===== src/rtl/boid_fb_pkg.sv =====
// rtl/boid_fb_pkg.sv - shared states, bank ids and data constants for the boid framebuffer scheduler
package boid_fb_pkg;

    typedef enum logic [1:0] {
        ST_INIT       = 2'd0,
        ST_CLEAR      = 2'd1,
        ST_DRAW       = 2'd2,
        ST_WAIT_VSYNC = 2'd3
    } fb_state_t;

    localparam logic BANK0      = 1'b0;
    localparam logic BANK1      = 1'b1;
    localparam logic CLEAR_DATA = 1'b0;
    localparam logic DRAW_DATA  = 1'b1;

    // Returns {bank1_we, bank0_we} for a write aimed at one bank.
    function automatic logic [1:0] bank_mask(input logic sel);
        return (sel == BANK1) ? 2'b10 : 2'b01;
    endfunction

endpackage


===== src/rtl/fb_clear_sweeper.sv =====
// rtl/fb_clear_sweeper.sv - linear 0..DEPTH-1 address sweep used by INIT and CLEAR
module fb_clear_sweeper #(
    parameter int DEPTH      = 1024,
    parameter int ADDR_WIDTH = 10
) (
    input  logic                  clk,
    input  logic                  reset,
    input  logic                  start_i,
    output logic [ADDR_WIDTH-1:0] addr_o,
    output logic                  we_o,
    output logic                  last_o
);

    logic [ADDR_WIDTH-1:0] cnt_q;
    logic                  run_q;
    logic                  at_end;

    assign at_end = (cnt_q == ADDR_WIDTH'(DEPTH - 1));

    // Running out of reset so the INIT sweep needs no separate kick.
    always_ff @(posedge clk or posedge reset) begin
        if (reset) begin
            cnt_q <= '0;
            run_q <= 1'b1;
        end else if (start_i) begin
            cnt_q <= '0;
            run_q <= 1'b1;
        end else if (run_q) begin
            cnt_q <= at_end ? '0 : cnt_q + 1'b1;
            run_q <= !at_end;
        end
    end

    assign addr_o = cnt_q;
    assign we_o   = run_q;
    assign last_o = run_q && at_end;

endmodule


===== src/rtl/boid_frame_scheduler.sv =====
// rtl/boid_frame_scheduler.sv - double-buffered boid framebuffer bank scheduler
// Optional overrun counter port enabled by BOID_FRAME_OVERRUN_CNT_EN.
module boid_frame_scheduler
    import boid_fb_pkg::*;
#(
    parameter int DEPTH      = 1024,
    parameter int ADDR_WIDTH = 10
) (
    input  logic                  clk,
    input  logic                  reset,
    input  logic                  vsync,
    input  logic                  wr_valid,
    input  logic [ADDR_WIDTH-1:0] wr_addr,
    output logic                  wr_ready,
    input  logic                  draw_done,
    output logic                  frame_start,
    output logic                  front_sel,
    output logic                  bank0_we,
    output logic                  bank1_we,
    output logic [ADDR_WIDTH-1:0] mem_addr,
    output logic                  mem_data,
`ifdef BOID_FRAME_OVERRUN_CNT_EN
    output logic [15:0]           overrun_cnt,
`endif
    output logic                  busy
);

    fb_state_t             state_q;
    logic                  vsync_q;
    logic                  front_sel_q;
    logic                  frame_start_q;
    logic [1:0]            we_q;
    logic [ADDR_WIDTH-1:0] addr_q;
    logic                  data_q;
    logic                  sweep_tail_q;

    logic                  vsync_rise;
    logic                  accept;
    logic                  in_range;
    logic                  sweep_start;
    logic [ADDR_WIDTH-1:0] sweep_addr;
    logic                  sweep_we;
    logic                  sweep_last;

    assign vsync_rise  = vsync && !vsync_q;
    assign accept      = wr_valid && (state_q == ST_DRAW);
    assign in_range    = (32'(wr_addr) < DEPTH);
    assign sweep_start = (state_q == ST_WAIT_VSYNC) && vsync_rise;

    fb_clear_sweeper #(
        .DEPTH      (DEPTH),
        .ADDR_WIDTH (ADDR_WIDTH)
    ) u_sweeper (
        .clk     (clk),
        .reset   (reset),
        .start_i (sweep_start),
        .addr_o  (sweep_addr),
        .we_o    (sweep_we),
        .last_o  (sweep_last)
    );

    // sweep_tail_q marks the cycle the final clear write is on the bus, so
    // frame_start follows the whole sweep.
    always_ff @(posedge clk or posedge reset) begin
        if (reset) begin
            state_q       <= ST_INIT;
            vsync_q       <= 1'b0;
            front_sel_q   <= BANK0;
            frame_start_q <= 1'b0;
            we_q          <= 2'b00;
            addr_q        <= '0;
            data_q        <= 1'b0;
            sweep_tail_q  <= 1'b0;
        end else begin
            vsync_q       <= vsync;
            frame_start_q <= 1'b0;
            we_q          <= 2'b00;
            sweep_tail_q  <= 1'b0;
            case (state_q)
                ST_INIT, ST_CLEAR: begin
                    if (sweep_we) begin
                        we_q   <= (state_q == ST_INIT) ? 2'b11 : bank_mask(~front_sel_q);
                        addr_q <= sweep_addr;
                        data_q <= CLEAR_DATA;
                    end
                    sweep_tail_q <= sweep_last;
                    if (sweep_tail_q) begin
                        state_q       <= ST_DRAW;
                        frame_start_q <= 1'b1;
                    end
                end
                ST_DRAW: begin
                    if (accept && in_range) begin
                        we_q   <= bank_mask(~front_sel_q);
                        addr_q <= wr_addr;
                        data_q <= DRAW_DATA;
                    end
                    if (draw_done) begin
                        state_q <= ST_WAIT_VSYNC;
                    end
                end
                ST_WAIT_VSYNC: begin
                    if (vsync_rise) begin
                        front_sel_q <= ~front_sel_q;
                        state_q     <= ST_CLEAR;
                    end
                end
                default: state_q <= ST_INIT;
            endcase
        end
    end

`ifdef BOID_FRAME_OVERRUN_CNT_EN
    logic [15:0] overrun_q;

    always_ff @(posedge clk or posedge reset) begin
        if (reset) begin
            overrun_q <= 16'h0000;
        end else if (vsync_rise && (state_q != ST_WAIT_VSYNC) && (overrun_q != 16'hFFFF)) begin
            overrun_q <= overrun_q + 16'h0001;
        end
    end

    assign overrun_cnt = overrun_q;
`endif

    assign wr_ready    = (state_q == ST_DRAW);
    assign busy        = (state_q == ST_INIT) || (state_q == ST_CLEAR);
    assign frame_start = frame_start_q;
    assign front_sel   = front_sel_q;
    assign bank0_we    = we_q[0];
    assign bank1_we    = we_q[1];
    assign mem_addr    = addr_q;
    assign mem_data    = data_q;

endmodule

===== config.mk =====
export PLATFORM = sky130hd
export DESIGN_NAME = boid_frame_scheduler
export DESIGN_NICKNAME = d
export VERILOG_FILES = /design/src/rtl/boid_fb_pkg.sv /design/src/rtl/fb_clear_sweeper.sv /design/src/rtl/boid_frame_scheduler.sv
export SDC_FILE = /design/constraint.sdc
export NUM_CORES = 1
export LEC_CHECK = 0
export CORE_AREA = 3 3 52 54
export DETAILED_ROUTE_END_ITERATION = 8
export DIE_AREA = 0 0 55 57
export DONT_BUFFER_PORTS = 1
export PLACE_DENSITY = 0.75
export SLEW_MARGIN = 20
export SYNTH_ARGS = -nofsm -noshare
export SYNTH_HDL_FRONTEND = slang
export SYNTH_SLANG_ARGS = --single-unit

===== constraint.sdc =====
create_clock -name clk -period 2.1 [get_ports clk]
set_input_delay 0.525 -clock clk [delete_from_list [all_inputs] [get_ports clk]]
set_output_delay 0.525 -clock clk [all_outputs]
set_load 0.01 [all_outputs]

== After elaboration in Yosys (flattened, before gate mapping) ==
Index checks and enable logic that the tools add are counted.

* Bits in registers: 30
* Input bits: 15

* Mux-type cells: 23
* Bitwise gates (word level): 1
* Add/subtract/negate cells: 1
* Reduce and logical (&&, ||, !) cells: 14
* Equal/unequal tests: 9

{| class="wikitable"
|+ Operators with widths
! operator !! count
|-
| $mux 10 || 5
|-
| $pmux 10 s2 || 1
|-
| $mux 2 || 7
|-
| $add 10x1->10 const B || 1
|-
| $eq 10x10->1 const B || 1
|-
| $mux 1 || 7
|-
| $ne 2x1->1 const B || 3
|-
| $pmux 2 s3 || 1
|-
| $reduce_and 3->1 || 2
|-
| $eq 2x2->1 const B || 2
|-
| $logic_and 1x1->1 || 4
|-
| $ne 2x2->1 const B || 2
|-
| $pmux 2 s2 || 1
|-
| $reduce_bool 2->1 || 2
|-
| $eq 2x1->1 const B || 1
|-
| $logic_not 1->1 || 2
|-
| $logic_not 2->1 || 1
|-
| $pmux 1 s2 || 1
|-
| $reduce_and 2->1 || 1
|-
| $reduce_or 2->1 || 1
|-
| $logic_or 1x1->1 || 1
|-
| $not 1->1 || 1
|}

== Depth between registers and ports, before layout ==
Gate-level depths: netlist (run 1).

* Depth after elaboration: 4
* Depth in mapped cells: 6
* Mapped depth without buffers: 5

== Hierarchy ==
Synthesis (run 1) repeated with hierarchy kept, for this count alone.

* Cell total of the unflattened synthesis: 155
* Area total of the unflattened synthesis: 1,754.2 um^2

{| class="wikitable"
|+ By module, submodules not included
! module !! area an instance (um^2) !! cells an instance !! instances !! seq. area each (um^2)
|-
| boid_frame_scheduler || 1,106.1 || 88 || 1 || 475.5
|-
| fb_clear_sweeper || 648.1 || 67 || 1 || 276.5
|}

== Worst setup path before layout (run 1) ==
OpenSTA, ideal clock, no wires.

* Path type: reg2reg
* From: reg u_sweeper.run_q, in the netlist u_sweeper.we_o
* To: reg u_sweeper.cnt_q[9], in the netlist u_sweeper.addr_o[9]
* Required time: 1,996 ps
* Cell stages (with the launch flop): 6
* Path slack: 596 ps
* Library setup time: 104 ps
* Clock period less this slack: 1,504 ps
* Arrival: 1,400 ps
* Cells stage by stage: dfstp_2 buf_2 inv_1 nor4_2 nand3_1 a221oi_1

* Longest elaborated chain between the ends: 1

{| class="wikitable"
|+ RTL lines
! item !! RTL line !! text
|-
| start: declaration || fb_clear_sweeper.sv:15 || <nowiki>logic run_q;</nowiki>
|-
| start signal: assignment || fb_clear_sweeper.sv:30 || <nowiki>run_q <= !at_end;</nowiki>
|-
| $reduce_bool 2->1 (no line) || n/a ||
|-
| end signal: assignment || fb_clear_sweeper.sv:29 || <nowiki>cnt_q <= at_end ? '0 : cnt_q + 1'b1;</nowiki>
|-
| end: declaration || fb_clear_sweeper.sv:14 || <nowiki>logic [ADDR_WIDTH-1:0] cnt_q;</nowiki>
|}

Every way passes these cells.
A chain may end at the register's enable or synchronous reset.

== Worst setup path after layout (run 1) ==
* From: reg state_q[1]
* To: out wr_ready

* Longest elaborated chain between the ends: 1

{| class="wikitable"
|+ RTL lines
! item !! RTL line !! text
|-
| start: declaration || boid_frame_scheduler.sv:28 || <nowiki>fb_state_t state_q;</nowiki>
|-
| start signal: assignment || boid_frame_scheduler.sv:66 || <nowiki>state_q <= ST_INIT;</nowiki>
|-
| start signal: assignment || boid_frame_scheduler.sv:88 || <nowiki>state_q <= ST_DRAW;</nowiki>
|-
| start signal: assignment || boid_frame_scheduler.sv:99 || <nowiki>state_q <= ST_WAIT_VSYNC;</nowiki>
|-
| $eq 2x2->1 || boid_frame_scheduler.sv:127 || <nowiki>assign wr_ready = (state_q == ST_DRAW);</nowiki>
|-
| end: declaration || boid_frame_scheduler.sv:14 || <nowiki>output logic wr_ready,</nowiki>
|}

Every way passes these cells.

==> results of run 1 <==
-- kinds of logic after synthesis --
group           count (synthesis)  share of synthesized area [%]
compound gates                 29                           11.8
fa+ha+maj                       1                          0.902
mux                             7                           5.05
xor+xnor                        5                           3.16
buf+inv                        15                           4.87
simple gates                   52                           20.0
flops                          30                           54.2
-- sequential cells by signal, indices dropped and copies added (netlist names) --
name / cells
u_sweeper.addr_o: 10
frame_start: 1
mem_data: 1
sweep_tail_q: 1
we_q: 2
front_sel: 1
u_sweeper.we_o: 1
mem_addr: 10
vsync_q: 1
state_q: 2
-- synthesized netlist by cell type (all sizes together) --
cell type  count
nor4           1
or3            2
a211o          1
dfrtp         29
nand3          7
dfstp          1
nor2b          2
a21o           1
nor2          14
nand2         17
nand4          2
ha             1
xnor2          3
a31oi          2
xor2           2
or4b           1
buf            7
nand2b         1
nor4b          1
inv            8
nand3b         2
a21boi         1
a21oi         10
mux2i          7
o22ai          2
nor3           2
o21ai         11
a221oi         1
-- final cells by class --
cell class	instances	area [µm²]	share of cell area, %
flip-flops and latches	30	752	49.8
multi-input cells	94	568	37.6
clock buffers	7	55.1	3.65
repair buffers	5	40.0	2.65
well taps	28	35.0	2.32
clock inverters	1	30.0	1.99
inverters	8	30.0	1.99
-- layer usage --
layer | global-route usage (%) | vias up | wire (µm)
li1 | - | 487 | -
met1 | 27.0 | 492 | 1150
met2 | 31.3 | 36 | 1340
met3 | 8.88 | 8 | 217
met4 | 9.72 | 0 | 53
met5 | 0 | - | 0
-- through the flow --
step	total power, W	cell area, µm²	hold slack, ps
floorplan	0.00137	1390	453
global placement	0.00147	1420	278
detailed placement	0.00150	1420	282
CTS	0.00198	1510	200
global route	0.00212	1510	171
finish	0.00196	1510	208
-- final timing paths --
check,from,depth (start not counted),to
setup / recovery,state_q[1]$_DFFE_PP0P_,2,wr_ready
hold / removal,vsync,0,vsync_q$_DFF_PP0_
setup reg to reg,u_sweeper.we_o$_DFF_PP1_,4,u_sweeper.addr_o[9]$_DFFE_PP0P_
hold reg to reg,sweep_tail_q$_DFF_PP0_,2,state_q[1]$_DFFE_PP0P_
max in group asynchronous,reset,3,u_sweeper.we_o$_DFF_PP1_
min in group asynchronous,reset,2,we_q[1]$_DFF_PP0_
-- critical path: cells and delay by family (launching register included) --
| kind | cells | cell delay [ps] |
|---|---|---|
| flops | 1 | 470 |
| simple gates | 1 | 170 |
| buf+inv | 1 | 250 |
-- power groups by stage --
stage / sequential (W) / combinational, W / clock (W)
4_1_cts: 0.00104 / 0.000452 / 0.000486
3_3_place_gp: 0.00105 / 0.000424 / 0
3_5_place_dp: 0.00106 / 0.000446 / 0
2_1_floorplan: 0.000993 / 0.000373 / 0
6_report: 0.00104 / 0.000445 / 0.000476
5_1_grt: 0.00108 / 0.000521 / 0.000519
-- timing repair --
item	in CTS	in global routing
setup endpoints to repair	0	0
endpoints found under the hold margin	2	0
hold buffers	1	0
==> flow_metrics.tcl, run 1 <==
set metrics [dict create \
    status "complete, no violations" \
    worst_skew_pair.late_latency_ps 330 \
    cts_setup_buffers 0 \
    totalNegativeSetupSlack_ps 0 \
    timing.critical_path.from_type "register" \
    ys.warnings.count 0 \
    instances_no_fill 173 \
    hold_class "in -> reg" \
    initial_utilization_pct 61.5 \
    num_antenna_cells 0 \
    cts.root.buffer_cell "sky130_fd_sc_hd__clkbuf_4" \
    finalCoreUtilization_pct 67.0 \
    slew-limit-headroom_pct 77.4 \
    finClkSkew_ps 8.71 \
    worst-endpoint-required_ps 1570 \
    finalCritPeriodShare_pct 83.2 \
    finalWeightedCongestion 0.800 \
    timing.critical_path.slowest_stage_cell "sky130_fd_sc_hd__dfrtp_1" \
    grt_first_pass_wirelength_um 4750 \
    combinationalPowerShare_pct 22.7 \
    netlist.top_cell.by_area "sky130_fd_sc_hd__dfrtp_1" \
    hold_violations 0 \
    wl_per_cell_um 16.0 \
    wirelength_um 2770 \
    die-area_um2 3140 \
    via_count 1023 \
    maxCapViolCount 0 \
    drtIter0Drc 26 \
    place_ws_ps 508 \
    placedCellCount 164 \
    vdd_ir_drop_max_mv 0.981 \
    post_synth_instance_area_um2 1390 \
    cts_inserted_buffers 5 \
    p_int_w 0.00125 \
    postRouteAntennaNets 0 \
    critical_path_class "reg -> out" \
    end_kind "output pin" \
    yosys.cell_types.count 31 \
    post_synth_main_area_contributors "sky130_fd_sc_hd__dfrtp_1 (52%), sky130_fd_sc_hd__mux2i_1 (5.0%), sky130_fd_sc_hd__nand2_1 (4.6%)" \
    synthToLayoutAreaGrowth_pct 8.84 \
    clock_tree.buffer_depth 2 \
    layout.filler_cells 182 \
    route.detailed.drc 0 \
    netSwitchingPower_w 0.000713 \
    power.static_leakage_nw 0.639 \
    placement_rows 17 \
    cp_max_fo 15 \
    synth_sequential_area_ratio_pct 54.2 \
    yosys_register_bits 30 \
    routed_via_density 5.91 \
    syn_avg_cell_area_um2 9.98 \
    clock_share_of_power_pct 24.2 \
    crit_chain "nor2b_1, buf_4" \
    path_clk_slew_ps 90 \
    die-width_um 55 \
    number_of_top_level_design_ports 32 \
    port-buffer-count 0 \
    hpwl_um 2000 \
    final_max_slew_viol_count 0 \
    first_global_vias 1038 \
    setup_viol 0 \
    grt.total_usage_pct 21.3 \
    grt_start_max_net_pins 29 \
    drive_gt1_share_pct 11.7 \
    cts_tree "built" \
    switching_share_pct 36.3 \
    final_nets 160 \
    placeableCoreArea_um2 2250 \
    post_synth_inst_count 139 \
    antenna_found_initial 0 \
    power.share.sequential_pct 53.1 \
    tightestPinTransition_ps 339 \
    global_route.overflow_total 0 \
    finalCriticalPeriod_ps 1750 \
    timing.fmax_ghz 0.573 \
    clkSinkCount 30 \
    die_y_um 57 \
    yosys.area.top_type_share_pct 52.3 \
    slowest_delay_ps 470 \
    power.density_nw_per_um2 1300 \
    layout.cells.most_common "sky130_fd_sc_hd__dfrtp_1" \
    arrival_ps 1220 \
    synth_fp_nets 155 \
    rsz0062_at_grt "false" \
    postCtsResizedCells 0 \
    worst-r2r-setup-slack_ps 500 \
    fin_ws_ps 354 \
    layout.cells.most_common_list "sky130_fd_sc_hd__dfrtp_1 (29), sky130_fd_sc_hd__nand2_1 (17), sky130_fd_sc_hd__nor2_1 (13)" \
    h-tree-depth 2 \
    dr.pass1.iters 4 \
]
No activity file was read; power rests on OpenSTA's default activity.
==> run 2: changes to the inputs <==
--- a/config.mk
+++ b/config.mk
@@ -5,11 +5,11 @@
 export SDC_FILE = /design/constraint.sdc
 export NUM_CORES = 1
 export LEC_CHECK = 0
-export CORE_AREA = 3 3 52 54
+export CORE_AREA = 3 3 55 57
 export DETAILED_ROUTE_END_ITERATION = 8
-export DIE_AREA = 0 0 55 57
+export DIE_AREA = 0 0 58 60
 export DONT_BUFFER_PORTS = 1
-export PLACE_DENSITY = 0.75
+export PLACE_DENSITY = 0.7
 export SLEW_MARGIN = 20
 export SYNTH_ARGS = -nofsm -noshare
 export SYNTH_HDL_FRONTEND = slang
==> constraint.sdc (replaced) <==
create_clock -name clk -period 1.55 [get_ports clk]
set_input_delay 0.3875 -clock clk [delete_from_list [all_inputs] [get_ports clk]]
set_output_delay 0.3875 -clock clk [all_outputs]
set_load 0.01 [all_outputs]
==> run 2 against run 1 <==
Register-to-register slack got worse by 420 ps; final cell count rose by 4.6%; flip-flop and latch count did not move; critical path depth did not move; critical endpoint unchanged; wire length rose by 5.9%.
==> flow_metrics.tcl, run 2 (synthesized netlist as in run 1, its figures left out) <==
set metrics [dict create \
    route.detailed.drc 0 \
    finalCritPeriodShare_pct 95.5 \
    cp.buffers_inverters 1 \
    timing.fmax_ghz 0.676 \
    layout.cells.most_common_list "sky130_fd_sc_hd__dfrtp_1 (28), sky130_fd_sc_hd__nand2_1 (17), sky130_fd_sc_hd__nor2_1 (13)" \
    initial_utilization_pct 55.0 \
    end_kind "output pin" \
    first_global_vias 1037 \
    power.share.sequential_pct 54.2 \
    finalCriticalPeriod_ps 1480 \
    cts_tree "built" \
    global_route.overflow_total 0 \
    clkSinkCount 30 \
    grt_first_pass_wirelength_um 4880 \
    final_nets 167 \
    grt_start_max_net_pins 23 \
    setup_viol 0 \
    finClkSkew_ps 1.80 \
    placement.cell_area_um2 1470 \
    wl_per_cell_um 16.2 \
    maxCapViolCount 0 \
    hold_violations 0 \
    finalWeightedCongestion 0.881 \
    critical_path_class "reg -> out" \
    die-area_um2 3480 \
    p_int_w 0.00154 \
    netSwitchingPower_w 0.000984 \
    crit_chain "nor2b_4, buf_12" \
    power.density_nw_per_um2 1610 \
    clock_share_of_power_pct 16.5 \
    hold_class "in -> reg" \
    cts_inserted_buffers 5 \
    timing.critical_path.from_type "register" \
    placeableCoreArea_um2 2520 \
    cpLargestDelayFamily "flip-flops" \
    combinationalPowerShare_pct 29.3 \
    number_of_top_level_design_ports 32 \
    hpwl_um 2070 \
    timing.critical_path.slowest_stage_cell "sky130_fd_sc_hd__dfrtp_2" \
    slew-limit-headroom_pct 73.7 \
    vdd_ir_drop_max_mv 1.02 \
    cts.root.buffer_cell "sky130_fd_sc_hd__clkbuf_4" \
    grt.total_usage_pct 19.1 \
    synthToLayoutAreaGrowth_pct 12.9 \
    path_clk_slew_ps 80 \
    slowest_delay_ps 460 \
    layout.cells.most_common "sky130_fd_sc_hd__dfrtp_1" \
    num_antenna_cells 0 \
    die_y_um 60 \
    die-width_um 58 \
    final_max_slew_viol_count 0 \
    switching_share_pct 38.9 \
    cp_max_fo 14 \
    postRouteAntennaNets 0 \
    placement_rows 18 \
    wirelength_um 2930 \
    drive_gt1_share_pct 17.2 \
    arrival_ps 1090 \
    totalNegativeSetupSlack_ps 0 \
    tightestPinTransition_ps 394 \
    final_design_area_no_fill_um2 1570 \
    worst-endpoint-required_ps 1160 \
    worst_skew_pair.late_latency_ps 320 \
    status "complete, no violations" \
    routed_via_density 5.86 \
    power.static_leakage_nw 0.659 \
    antenna_found_initial 0 \
    drtIter0Drc 60 \
    via_count 1060 \
    port-buffer-count 0 \
    dr.pass1.iters 4 \
    clock_tree.buffer_depth 2 \
    h-tree-depth 2 \
]
-- run 2: timing repair --
item                                   CTS  global route
hold buffers                             1             0
setup endpoints to repair                1             6
cloned                                   0             0
gates resized for setup                  1             5
buffers inserted                         1             1
pin swaps                                0             1
endpoints found under the hold margin    9             0
-- run 2: final cells by class --
class,instances,area (µm²)
fillers,207,956
flip-flops and latches,30,753
multi-input cells,94,596
repair buffers,12,105
clock buffers,7,45.0
well taps,30,37.5
inverters,8,30.0
-- run 2: power groups by stage --
| stage | Clock, W | Sequential (W) | Combinational [W] |
|---|---|---|---|
| 3_3_place_gp | 0 | 0.00138 | 0.000673 |
| 3_5_place_dp | 0 | 0.00139 | 0.000702 |
| 2_1_floorplan | 0 | 0.00134 | 0.000505 |
| 5_1_grt | 0.000453 | 0.00141 | 0.000850 |
| 6_report | 0.000417 | 0.00137 | 0.000740 |
| 4_1_cts | 0.000427 | 0.00137 | 0.000718 |
-- run 2: metrics by stage --
step | utilization (%) | setup slack, ps | hold WS, ps | cells | total power [W]
3_3_place_gp | 58.2 | 104 | 273 | 171 | 0.00205
2_1_floorplan | - | 46.2 | 419 | 139 | 0.00185
3_5_place_dp | 58.2 | 84.7 | 279 | 171 | 0.00209
6_report | 62.1 | 69.7 | 83.5 | 181 | 0.00253
4_1_cts | 60.8 | 21.7 | 71.1 | 180 | 0.00252
5_1_grt | 62.1 | -63.3 | 65.0 | 181 | 0.00272
-- run 2: worst paths after layout --
path                                                 start                               to  slack (ps)  depth (start not counted)
max                                 state_q[0]$_DFFE_PP0P_                         wr_ready          70                          2
min in group asynchronous                            reset             mem_data$_DFFE_PP0P_         480                          2
max in group asynchronous                            reset         u_sweeper.we_o$_DFF_PP1_         520                          3
max reg2reg                u_sweeper.addr_o[5]$_DFFE_PP0P_  u_sweeper.addr_o[9]$_DFFE_PP0P_          80                          4
min                                                  vsync                vsync_q$_DFF_PP0_          80                          0
min reg2reg                         sweep_tail_q$_DFF_PP0_           state_q[1]$_DFFE_PP0P_         510                          2
-- run 2: layer usage --
metal	part of all wire (%)	routed length, µm	global-route usage (%)	vias up
met5	0	0	0	-
met4	2.3	67	7.62	0
met3	7.4	218	8.64	7
met2	49	1430	30.5	47
met1	41	1210	22.4	511
li1	-	-	-	495
